`src/rtl/hazard_scoreboard.sv`:
```
// -----------------------------------------------------------------------------
// hazard_scoreboard
//
// Hazard and forwarding controller for an in-order MIPS pipeline. Every
// instruction leaving Decode declares when it needs its operands (tuse) and
// when its result becomes forwardable (tnew). A per-stage scoreboard follows
// each in-flight destination through stages 1..DEPTH (1 = E, 2 = M, 3 = W).
// It counts tnew down and produces the stall signal and the forward selects
// for the D and E stages. A latency counter models the occupancy of the
// multi-cycle multiply/divide unit (XALU).
//
// Parameters:
//   NREG     architectural register count (AW = $clog2(NREG))
//   DEPTH    number of tracked stages after Decode
//   MUL_LAT  mult/multu occupancy in cycles
//   DIV_LAT  div/divu occupancy in cycles
//
// Ports:
//   clk            in   pipeline clock, rising edge
//   reset          in   asynchronous, active-low, clears all state
//   d_valid        in   Decode holds a real instruction
//   d_rs, d_rt     in   source register numbers
//   d_rs_tuse,
//   d_rt_tuse      in   operand need time: 0 = D, 1 = E, 2 = M, 3 = unused
//   d_dst          in   destination register, 0 = none
//   d_tnew         in   cycles after entering E until the result is forwardable
//   d_xalu_start   in   mult/div instruction
//   d_xalu_div     in   with d_xalu_start, selects DIV_LAT
//   d_xalu_use     in   mfhi/mflo/mthi/mtlo
//   stall          out  freeze PC and F/D, bubble into E
//   fwd_rs_d,
//   fwd_rt_d       out  D-stage select: 0 = register file, k = stage k
//   fwd_rs_e,
//   fwd_rt_e       out  E-stage select: 0 = registered value, k in 2..DEPTH
//   xalu_busy      out  XALU occupancy counter non-zero
// -----------------------------------------------------------------------------
module hazard_scoreboard #(
  parameter int NREG    = 32,
  parameter int DEPTH   = 3,
  parameter int MUL_LAT = 5,
  parameter int DIV_LAT = 10,
  localparam int AW     = $clog2(NREG),
  localparam int FW     = $clog2(DEPTH + 1)
) (
  input  logic          clk,
  input  logic          reset,
  input  logic          d_valid,
  input  logic [AW-1:0] d_rs,
  input  logic [AW-1:0] d_rt,
  input  logic [1:0]    d_rs_tuse,
  input  logic [1:0]    d_rt_tuse,
  input  logic [AW-1:0] d_dst,
  input  logic [1:0]    d_tnew,
  input  logic          d_xalu_start,
  input  logic          d_xalu_div,
  input  logic          d_xalu_use,
  output logic          stall,
  output logic [FW-1:0] fwd_rs_d,
  output logic [FW-1:0] fwd_rt_d,
  output logic [FW-1:0] fwd_rs_e,
  output logic [FW-1:0] fwd_rt_e,
  output logic          xalu_busy
);

  localparam int MAXLAT = (MUL_LAT > DIV_LAT) ? MUL_LAT : DIV_LAT;
  localparam int CW     = $clog2(MAXLAT + 1);
  localparam logic [1:0] TUSE_NONE = 2'd3;

  // Result of a scoreboard lookup: whether any stage matched, which stage is
  // the youngest match, and the remaining tnew of that entry.
  typedef struct packed {
    logic          hit;
    logic [FW-1:0] stage;
    logic [1:0]    tnew;
  } match_t;

  // ---------------------------------------------------------------------------
  // State
  // ---------------------------------------------------------------------------
  logic [DEPTH:1]             valid_q, valid_d;
  logic [DEPTH:1][AW-1:0]     dst_q,   dst_d;
  logic [DEPTH:1][1:0]        tnew_q,  tnew_d;

  // Source operands of the instruction currently in E, used for E-stage
  // forwarding once the instruction has left Decode.
  logic [AW-1:0]              e_rs_q, e_rs_d;
  logic [AW-1:0]              e_rt_q, e_rt_d;
  logic [1:0]                 e_rs_tuse_q, e_rs_tuse_d;
  logic [1:0]                 e_rt_tuse_q, e_rt_tuse_d;

  logic [CW-1:0]              xcnt_q, xcnt_d;

  // ---------------------------------------------------------------------------
  // Youngest-match search. Walking from the oldest stage to the youngest lets
  // the last hit win, which is the youngest one. Register 0 never matches.
  // ---------------------------------------------------------------------------
  function automatic match_t find_match(
    input logic [AW-1:0]         src,
    input int                    first,
    input logic [DEPTH:1]        v,
    input logic [DEPTH:1][AW-1:0] d,
    input logic [DEPTH:1][1:0]   t
  );
    match_t m;
    m = '0;
    for (int k = DEPTH; k >= 1; k--) begin
      if ((k >= first) && v[k] && (d[k] == src) && (src != '0)) begin
        m.hit   = 1'b1;
        m.stage = FW'(k);
        m.tnew  = t[k];
      end
    end
    return m;
  endfunction

  // ---------------------------------------------------------------------------
  // Hazard detection and D-stage forwarding
  // ---------------------------------------------------------------------------
  match_t m_rs_d, m_rt_d, m_rs_e, m_rt_e;
  logic   rs_haz, rt_haz, xalu_haz;
  logic   issue;

  always_comb begin
    m_rs_d = find_match(d_rs, 1, valid_q, dst_q, tnew_q);
    m_rt_d = find_match(d_rt, 1, valid_q, dst_q, tnew_q);

    // A source stalls only if it is really used and the producer's result
    // arrives later than the cycle the operand is needed.
    rs_haz   = m_rs_d.hit && (d_rs_tuse != TUSE_NONE) && (m_rs_d.tnew > d_rs_tuse);
    rt_haz   = m_rt_d.hit && (d_rt_tuse != TUSE_NONE) && (m_rt_d.tnew > d_rt_tuse);
    xalu_haz = (d_xalu_start | d_xalu_use) & xalu_busy;

    stall = d_valid & (rs_haz | rt_haz | xalu_haz);
    issue = d_valid & ~stall;

    // D-side selects ignore tuse: the datapath may pick up a ready value
    // early even when the operand is consumed later.
    fwd_rs_d = (m_rs_d.hit && (m_rs_d.tnew == 2'd0)) ? m_rs_d.stage : '0;
    fwd_rt_d = (m_rt_d.hit && (m_rt_d.tnew == 2'd0)) ? m_rt_d.stage : '0;
  end

  // ---------------------------------------------------------------------------
  // E-stage forwarding. Stage 1 is the E instruction itself, so the search
  // starts at stage 2.
  // ---------------------------------------------------------------------------
  always_comb begin
    m_rs_e = find_match(e_rs_q, 2, valid_q, dst_q, tnew_q);
    m_rt_e = find_match(e_rt_q, 2, valid_q, dst_q, tnew_q);

    fwd_rs_e = (m_rs_e.hit && (m_rs_e.tnew == 2'd0) && (e_rs_tuse_q != TUSE_NONE))
               ? m_rs_e.stage : '0;
    fwd_rt_e = (m_rt_e.hit && (m_rt_e.tnew == 2'd0) && (e_rt_tuse_q != TUSE_NONE))
               ? m_rt_e.stage : '0;
  end

  // ---------------------------------------------------------------------------
  // Scoreboard shift. Stage 1 takes the issuing instruction (a bubble when
  // stalled); each later stage takes its predecessor with tnew counted down.
  // ---------------------------------------------------------------------------
  assign valid_d[1] = issue & (d_dst != '0);
  assign dst_d[1]   = d_dst;
  assign tnew_d[1]  = d_tnew;

  for (genvar gi = 2; gi <= DEPTH; gi++) begin : g_shift
    assign valid_d[gi] = valid_q[gi-1];
    assign dst_d[gi]   = dst_q[gi-1];
    assign tnew_d[gi]  = (tnew_q[gi-1] == 2'd0) ? 2'd0 : (tnew_q[gi-1] - 2'd1);
  end

  // E-side operand tracking moves in lockstep with stage 1.
  always_comb begin
    e_rs_d      = issue ? d_rs      : '0;
    e_rt_d      = issue ? d_rt      : '0;
    e_rs_tuse_d = issue ? d_rs_tuse : 2'd0;
    e_rt_tuse_d = issue ? d_rt_tuse : 2'd0;
  end

  // ---------------------------------------------------------------------------
  // XALU occupancy counter. Loaded as the start instruction enters E, so the
  // count covers the instruction's own E cycle; otherwise counts down to 0.
  // ---------------------------------------------------------------------------
  always_comb begin
    xcnt_d = xcnt_q;
    if (issue && d_xalu_start) begin
      xcnt_d = d_xalu_div ? CW'(DIV_LAT) : CW'(MUL_LAT);
    end else if (xcnt_q != '0) begin
      xcnt_d = xcnt_q - CW'(1);
    end
  end

  assign xalu_busy = (xcnt_q != '0);

  // ---------------------------------------------------------------------------
  // State registers
  // ---------------------------------------------------------------------------
  always_ff @(posedge clk or negedge reset) begin
    if (!reset) begin
      valid_q     <= '0;
      dst_q       <= '0;
      tnew_q      <= '0;
      e_rs_q      <= '0;
      e_rt_q      <= '0;
      e_rs_tuse_q <= '0;
      e_rt_tuse_q <= '0;
      xcnt_q      <= '0;
    end else begin
      valid_q     <= valid_d;
      dst_q       <= dst_d;
      tnew_q      <= tnew_d;
      e_rs_q      <= e_rs_d;
      e_rt_q      <= e_rt_d;
      e_rs_tuse_q <= e_rs_tuse_d;
      e_rt_tuse_q <= e_rt_tuse_d;
      xcnt_q      <= xcnt_d;
    end
  end

endmodule
```
`config.mk`:
```
export PLATFORM = sky130hd
export DESIGN_NAME = hazard_scoreboard
export DESIGN_NICKNAME = d
export VERILOG_FILES = /design/src/rtl/hazard_scoreboard.sv
export SDC_FILE = /design/constraint.sdc
export NUM_CORES = 1
export LEC_CHECK = 0
export CAP_MARGIN = 25
export CELL_PAD_IN_SITES_DETAIL_PLACEMENT = 1
export CELL_PAD_IN_SITES_GLOBAL_PLACEMENT = 2
export CORE_ASPECT_RATIO = 0.7
export CORE_UTILIZATION = 35
export CTS_CLUSTER_DIAMETER = 30
export DETAILED_ROUTE_END_ITERATION = 7
export GPL_TIMING_DRIVEN = 0
export PLACE_DENSITY = 0.82
export SLEW_MARGIN = 40
export SYNTH_ARGS = -nofsm -noshare
export SYNTH_HDL_FRONTEND = slang
export SYNTH_SLANG_ARGS = --single-unit
```
`constraint.sdc`:
```
create_clock -name clk -period 5.25 [get_ports clk]
set_input_delay 0.525 -clock clk [delete_from_list [all_inputs] [get_ports clk]]
set_output_delay 0.525 -clock clk [all_outputs]
set_load 0.01 [all_outputs]
```
==> flow_summary.json, run 1 <==
{
  "cts_tree": "done",
  "antenna_found_initial": 0,
  "cap_violations": 0,
  "path_class": "input port to primary output",
  "route.detailed.wl_per_inst_um": 16.57,
  "irDropWorstVdd_v": 0.00009769,
  "min-delay-path-class": "input port to asynchronous set/reset pin",
  "worstMarginPinSlew_ps": 657.8,
  "avgSynthCellArea_um2": 10.31,
  "layout.cells.most_common": "dfrtp_1",
  "clk_pin_slew_worst_paths_ps": 80,
  "finalCoreUtilization_pct": 46.64,
  "setup_repair_after_global_routing_missed_its_margin": "false",
  "area_growth_syn_to_layout_pct": 25.21,
  "final-seq-area_mm2": 0.001051,
  "total_power_per_unit_cell_area_mw_per_mm2": 310.4,
  "synth_fp_nets": 264,
  "synth_cells": 231,
  "finalCriticalPeriod_ps": 4849,
  "finalNetCount": 305,
  "ys_seq_elements": 42,
  "clk_path_buf_depth": 2,
  "synth.yosys.warnings": 0,
  "highest_attainable_clock_frequency_ghz": 0.2062,
  "setup.worst_path.start_class": "input port",
  "non_filler_cells_in_the_finished_layout": 364,
  "multiInputGateArea_mm2": 0.001265,
  "cp_max_fo": 5,
  "layout-drive-gt1-share_pct": 8.791,
  "placer_s_final_routability_congestion_estimate": 0.7638,
  "die_w_um": 100.6,
  "fp.coreArea_mm2": 0.006396,
  "insertedDiodeCount": 0,
  "grt_pass1_wl_mm": 10.01,
  "post-place-cells": 356,
  "fp.dieArea_mm2": 0.007146,
  "route.antenna.remaining_nets": 0,
  "post_cts.resized_instances": 0,
  "number_of_standard_cell_rows_in_the_floorplan": 24,
  "portbufs": 34,
  "run_status": "completed",
  "arrival_ps": 4320,
  "vias": 1801,
  "final_max_slew_viol_count": 0,
  "leakage_power_nw": 1.172,
  "grt_overflow_total": 0,
  "timing.final.hold_violations": 0,
  "cp.required_ps": 4720,
  "fillerInstances": 720,
  "synth_cell_area_mm2": 0.002382,
  "cell_variety_after_synth": 38,
  "drt_wl_total_mm": 6.031,
  "slew_headroom_pct": 55.78,
  "drc_errors": 0,
  "drt-initial-drc-count": 36,
  "timing.critical_path.to_type": "primary output",
  "finClkSkew_ps": 8.082,
  "cts_root_buf": "clkbuf_8",
  "firstDrtPassIters": 4,
  "synth-seq-area-share_pct": 44.12,
  "grt_max_degree": 43,
  "dp.final_hpwl_mm": 4.789,
  "commonest_non_fill_non_tap_cells_in_the_layout": "42 x dfrtp_1, 40 x xnor2_1, 33 x clkdlybuf4s50_1",
  "die_h_um": 71.03,
  "htreeDepth": 2,
  "via_per_inst": 4.948,
  "cts_inserted_buffers": 5,
  "synth-edff-count": 0,
  "postCtsSetupBuffers": 0,
  "top_level_ports": 37,
  "worstSkewPairLatency_ps": 300,
  "report.final.setup_viol": 0,
  "ctsHoldBuffers": 0,
  "via_count_of_the_first_global_routing_pass": 1961,
  "ys.flop_type": "dfrtp_1",
  "async_reset_ff_share_pct": 100.0,
  "global_route.usage.total_pct": 18.69,
  "initial_utilization_pct": 37.25,
  "period_share_pct": 92.36,
  "fin_tns_setup_ps": 0,
  "cts.sink_count": 42
}
==> worst max-delay path, stage by stage <==
cell	delay, ps
clkdlybuf4s50_1	650
or4_4	210
nor2_2	50
nor4_2	610
mux2i_1	180
o21ai_0	330
inv_1	80
ha_1	280
a221oi_1	260
o31a_1	360
nor2_1	90
a21boi_0	160
clkdlybuf4s50_1	550
==> cells in the mapped netlist, types with 2 or more instances <==
cell type,instances,area share (%)
xnor2_1,40,15
nor2_2,2,0.53
or4_4,2,0.95
mux2i_1,7,2.9
xor2_1,12,4.4
and2_1,14,3.7
dfrtp_1,42,44
o211ai_2,2,1.1
a21oi_1,5,1.1
clkbuf_1,5,0.79
nor2b_1,2,0.53
ha_1,6,3.2
nor4_1,6,1.6
nor2_1,13,2.0
a22oi_1,2,0.63
or4_1,3,0.95
nand4_1,9,2.4
nor3_1,10,2.1
a221oi_1,2,0.74
o21ai_0,5,1.1
nand2_1,13,2.0
nor4_2,2,1.1
inv_1,11,1.7
nor3_2,2,0.84
==> flip-flops by register name (all words and copies together), names as in the netlist <==
register and cells:
dst_d 10, dst_q 5, e_rs_q 5, e_rs_tuse_q 2
e_rt_q 5, e_rt_tuse_q 2, tnew_q 6, valid_q 3
xcnt_q 4
==> power by group <==
part	switching [mW]	total [mW]	internal, mW
logic	0.107	0.210	0.103
clock network	0.111	0.314	0.203
registers	0.0403	0.402	0.361
==> cell type report <==
type                            count  share of cell area, %
Buffer                              7                  1.049
Clock buffer                        6                  2.768
Clock inverter                      2                  2.013
Inverter                           11                  1.384
Multi-Input combinational cell    171                  42.41
Sequential cell                    42                  35.23
Tap cell                           91                  3.817
Timing Repair Buffer               34                  11.33
==> layer usage <==
layer	share of wire [%]	global-route usage, %	up-vias
met5	0	0	-
met1	51	26.80	882
met2	45	29.38	35
met4	0.38	3.382	0
li1	-	-	880
met3	3.2	4.051	4
==> path summary, 6_finish.rpt <==
path                           start   endpoint  slack (ps)  depth (start not counted)
setup reg to reg           dst_d[14]  e_rt_q[0]        1640                         13
hold / removal                 reset  dst_q[14]         210                          1
max in group asynchronous      reset  tnew_q[1]        4670                          1
min in group clk           dst_d[13]  dst_q[13]         380                          0
setup / recovery             d_rs[4]      stall         400                         13
hold reg to reg            dst_d[13]  dst_q[13]         380                          0
==> kinds of logic after synthesis <==
logic type | count (synthesis) | share of synthesized area, %
AOI/OAI and AO/OA | 23 | 6.880
xor gates and xnor gates | 52 | 19.12
adders and majority gates | 6 | 3.151
buffers and inverters | 18 | 3.046
DFF | 42 | 44.12
muxes | 7 | 2.941
and+or+nand+nor | 83 | 20.75
==> through the flow <==
stage	power, mW	instance area, µm²	hold WS (ps)	setup WS (ps)
floorplan	0.5338	2382	229.4	1742
global placement	0.6086	2836	359.6	402.5
detailed placement	0.6196	2840	360.1	333.2
CTS	0.9386	2983	224.1	341.4
global route	0.9819	2983	241.0	72.14
finish	0.9258	2983	213.1	400.8
(Power assumes the default switching activity.)
==> run 2: changes to the inputs <==
--- a/config.mk
+++ b/config.mk
@@ -14,6 +14,7 @@
 export DETAILED_ROUTE_END_ITERATION = 7
 export GPL_TIMING_DRIVEN = 0
 export PLACE_DENSITY = 0.82
+export REMOVE_ABC_BUFFERS = 1
 export SLEW_MARGIN = 40
 export SYNTH_ARGS = -nofsm -noshare
 export SYNTH_HDL_FRONTEND = slang
==> run 2 against run 1 <==
  * Fmax up 1.4%
  * Sequential share of layout area grew 0.52 points
  * Non-clock buffer count shrank 4
  * Largest cell class unchanged
  * Critical path type unchanged
  * Worst setup slack gained 66 ps
  * Final cell count down 1.1%
  * Via count decreased by 2.1%
  * Largest power group unchanged
  * Combinational power fell by 4%
  * Final area shrank 1.5%
  * First-iteration DRC count grew 31%
  * Utilization fell by 0.68 points
  * Worst hold slack worse by 42 ps
==> flow_summary.json, run 2 (synthesis gave the netlist of run 1 again) <==
{
  "worstSkewPairLatency_ps": 300,
  "comb_power_share_pct": 24.8,
  "post_cts.resized_instances": 0,
  "area_growth_syn_to_layout_pct": 23.37,
  "via_count_of_the_first_global_routing_pass": 1905,
  "layout.cells.most_common": "dfrtp_1",
  "power_report.internal_total_mw": 0.5589,
  "hold_ws_ps": 171.4,
  "psw_mw": 0.2562,
  "insertedDiodeCount": 0,
  "portbufs": 36,
  "post-place-cells": 352,
  "ctsHoldBuffers": 0,
  "timing.final.hold_violations": 0,
  "cap_violations": 0,
  "reg2reg_setup_slack_ps": 1850,
  "global_route.usage.total_pct": 18.31,
  "route.detailed.wl_per_inst_um": 15.87,
  "cts.sink_count": 42,
  "report.final.setup_viol": 0,
  "fp.coreArea_mm2": 0.006396,
  "grt_overflow_total": 0,
  "grt_pass1_wl_mm": 9.825,
  "dp.final_hpwl_mm": 4.524,
  "r2r.worst_path.cells": 11,
  "cp_max_fo": 5,
  "power.clock.fraction_pct": 25.8,
  "antenna_found_initial": 0,
  "path_cells": "clkdlybuf4s50_1 > or4_4 > nor2_2 > nor4_2 > mux2i_1 > o21ai_0 > inv_1 > ha_1 > a221oi_1 > o31a_1 > nor2_1 > a21boi_0 > clkdlybuf4s50_1",
  "cpMaxStageDelayCell": "clkdlybuf4s50_1",
  "cts_inserted_buffers": 5,
  "timing.critical_path.to_type": "primary output",
  "clk_pin_slew_worst_paths_ps": 90,
  "placer_s_final_routability_congestion_estimate": 0.7480,
  "postCtsSetupBuffers": 0,
  "post_dp_area_mm2": 0.002849,
  "power.share.sequential_pct": 49.4,
  "initial_utilization_pct": 37.25,
  "drc_errors": 0,
  "firstDrtPassIters": 4,
  "setup_repair_after_global_routing_missed_its_margin": "false",
  "fp.dieArea_mm2": 0.007146,
  "htreeDepth": 2,
  "cp_common_cell": "clkdlybuf4s50_1",
  "fillerInstances": 706,
  "min-delay-path-class": "input port to asynchronous set/reset pin",
  "number_of_standard_cell_rows_in_the_floorplan": 24,
  "die_h_um": 71.03,
  "via_per_inst": 4.900,
  "non_filler_cells_in_the_finished_layout": 360,
  "vias": 1764,
  "top_level_ports": 37,
  "grt_max_degree": 43,
  "leakage_power_nw": 1.147,
  "finalCriticalPeriod_ps": 4783,
  "finClkSkew_ps": 12.98,
  "design_area_mm2": 0.002939,
  "drt_wl_total_mm": 5.712,
  "finalNetCount": 301,
  "largest_register_ffs": 10,
  "drt-initial-drc-count": 47,
  "layout-drive-gt1-share_pct": 8.550,
  "fin_tns_setup_ps": 0,
  "worst_r2r_endpoint": "e_rs_q[0]",
  "final_max_slew_viol_count": 0,
  "highest_attainable_clock_frequency_ghz": 0.2091,
  "p_sw_share_pct": 31.43,
  "cp.required_ps": 4720,
  "clk_path_buf_depth": 2,
  "finalCoreUtilization_pct": 45.95,
  "cts_tree": "done",
  "slew_headroom_pct": 49.73,
  "route.antenna.remaining_nets": 0,
  "arrival_ps": 4260,
  "setup.worst_path.start_class": "input port",
  "worstMarginPinSlew_ps": 750.0,
  "path_class": "input port to primary output",
  "cpPeakStageDelay_ps": 640,
  "cts_root_buf": "clkbuf_8",
  "run_status": "completed",
  "commonest_non_fill_non_tap_cells_in_the_layout": "42 x dfrtp_1, 40 x xnor2_1, 35 x clkdlybuf4s50_1",
  "irDropWorstVdd_v": 0.0001430,
  "crit-reg2reg-launch": "dst_d[14]",
  "die_w_um": 100.6,
  "total_power_per_unit_cell_area_mw_per_mm2": 277.4,
  "period_share_pct": 91.10
}
run 2: layout make-up:
cell class | instances | area (µm²) | area share [%]
clock inverters | 3 | 21.27 | 0.7237
well taps | 91 | 113.9 | 3.874
repair buffers | 37 | 377.9 | 12.86
multi-input cells | 171 | 1265 | 43.04
clock buffers | 5 | 68.82 | 2.341
flip-flops and latches | 42 | 1051 | 35.76
inverters | 11 | 41.29 | 1.405
run 2: critical path: cells and delay by family:
family | cells | cell delay, ps
compound gates | 4 | 1130
fa+ha+maj | 1 | 280
mux | 1 | 140
buf+inv | 3 | 1280
simple gates | 4 | 890
run 2: per-stage QoR:
stage	setup slack [ps]	total power [mW]
after floorplan	1824	0.5298
after global placement	376.6	0.6058
after detailed placement	398.0	0.6149
after CTS	418.8	0.8241
after global routing	174.2	0.8707
final	467.0	0.8152
run 2: layer usage:
layer / vias up / track usage [%] / part of all wire [%]
met3: 5 / 3.656 / 2.9
met5: - / 0 / 0
met4: 0 / 4.348 / 0.84
met2: 24 / 26.71 / 42
li1: 865 / - / -
met1: 870 / 27.78 / 54
run 2: worst max path at each step:
stage / from / end / slack, ps / cells after the start
final: d_rs[1] / stall / 470 / 13
after global routing: d_rs[1] / stall / 170 / 13
after CTS: d_rs[4] / stall / 420 / 13
after detailed placement: d_rs[4] / stall / 400 / 13
after global placement: d_rt[0] / stall / 380 / 12
after floorplan: d_rs[1] / stall / 1820 / 11
run 2: power by group through the flow:
stage	clock network [mW]	logic, mW	registers (mW)
after floorplan	0	0.134	0.396
after global placement	0	0.197	0.408
after detailed placement	0	0.206	0.409
after CTS	0.215	0.206	0.403
after global routing	0.231	0.230	0.409
final	0.210	0.202	0.403
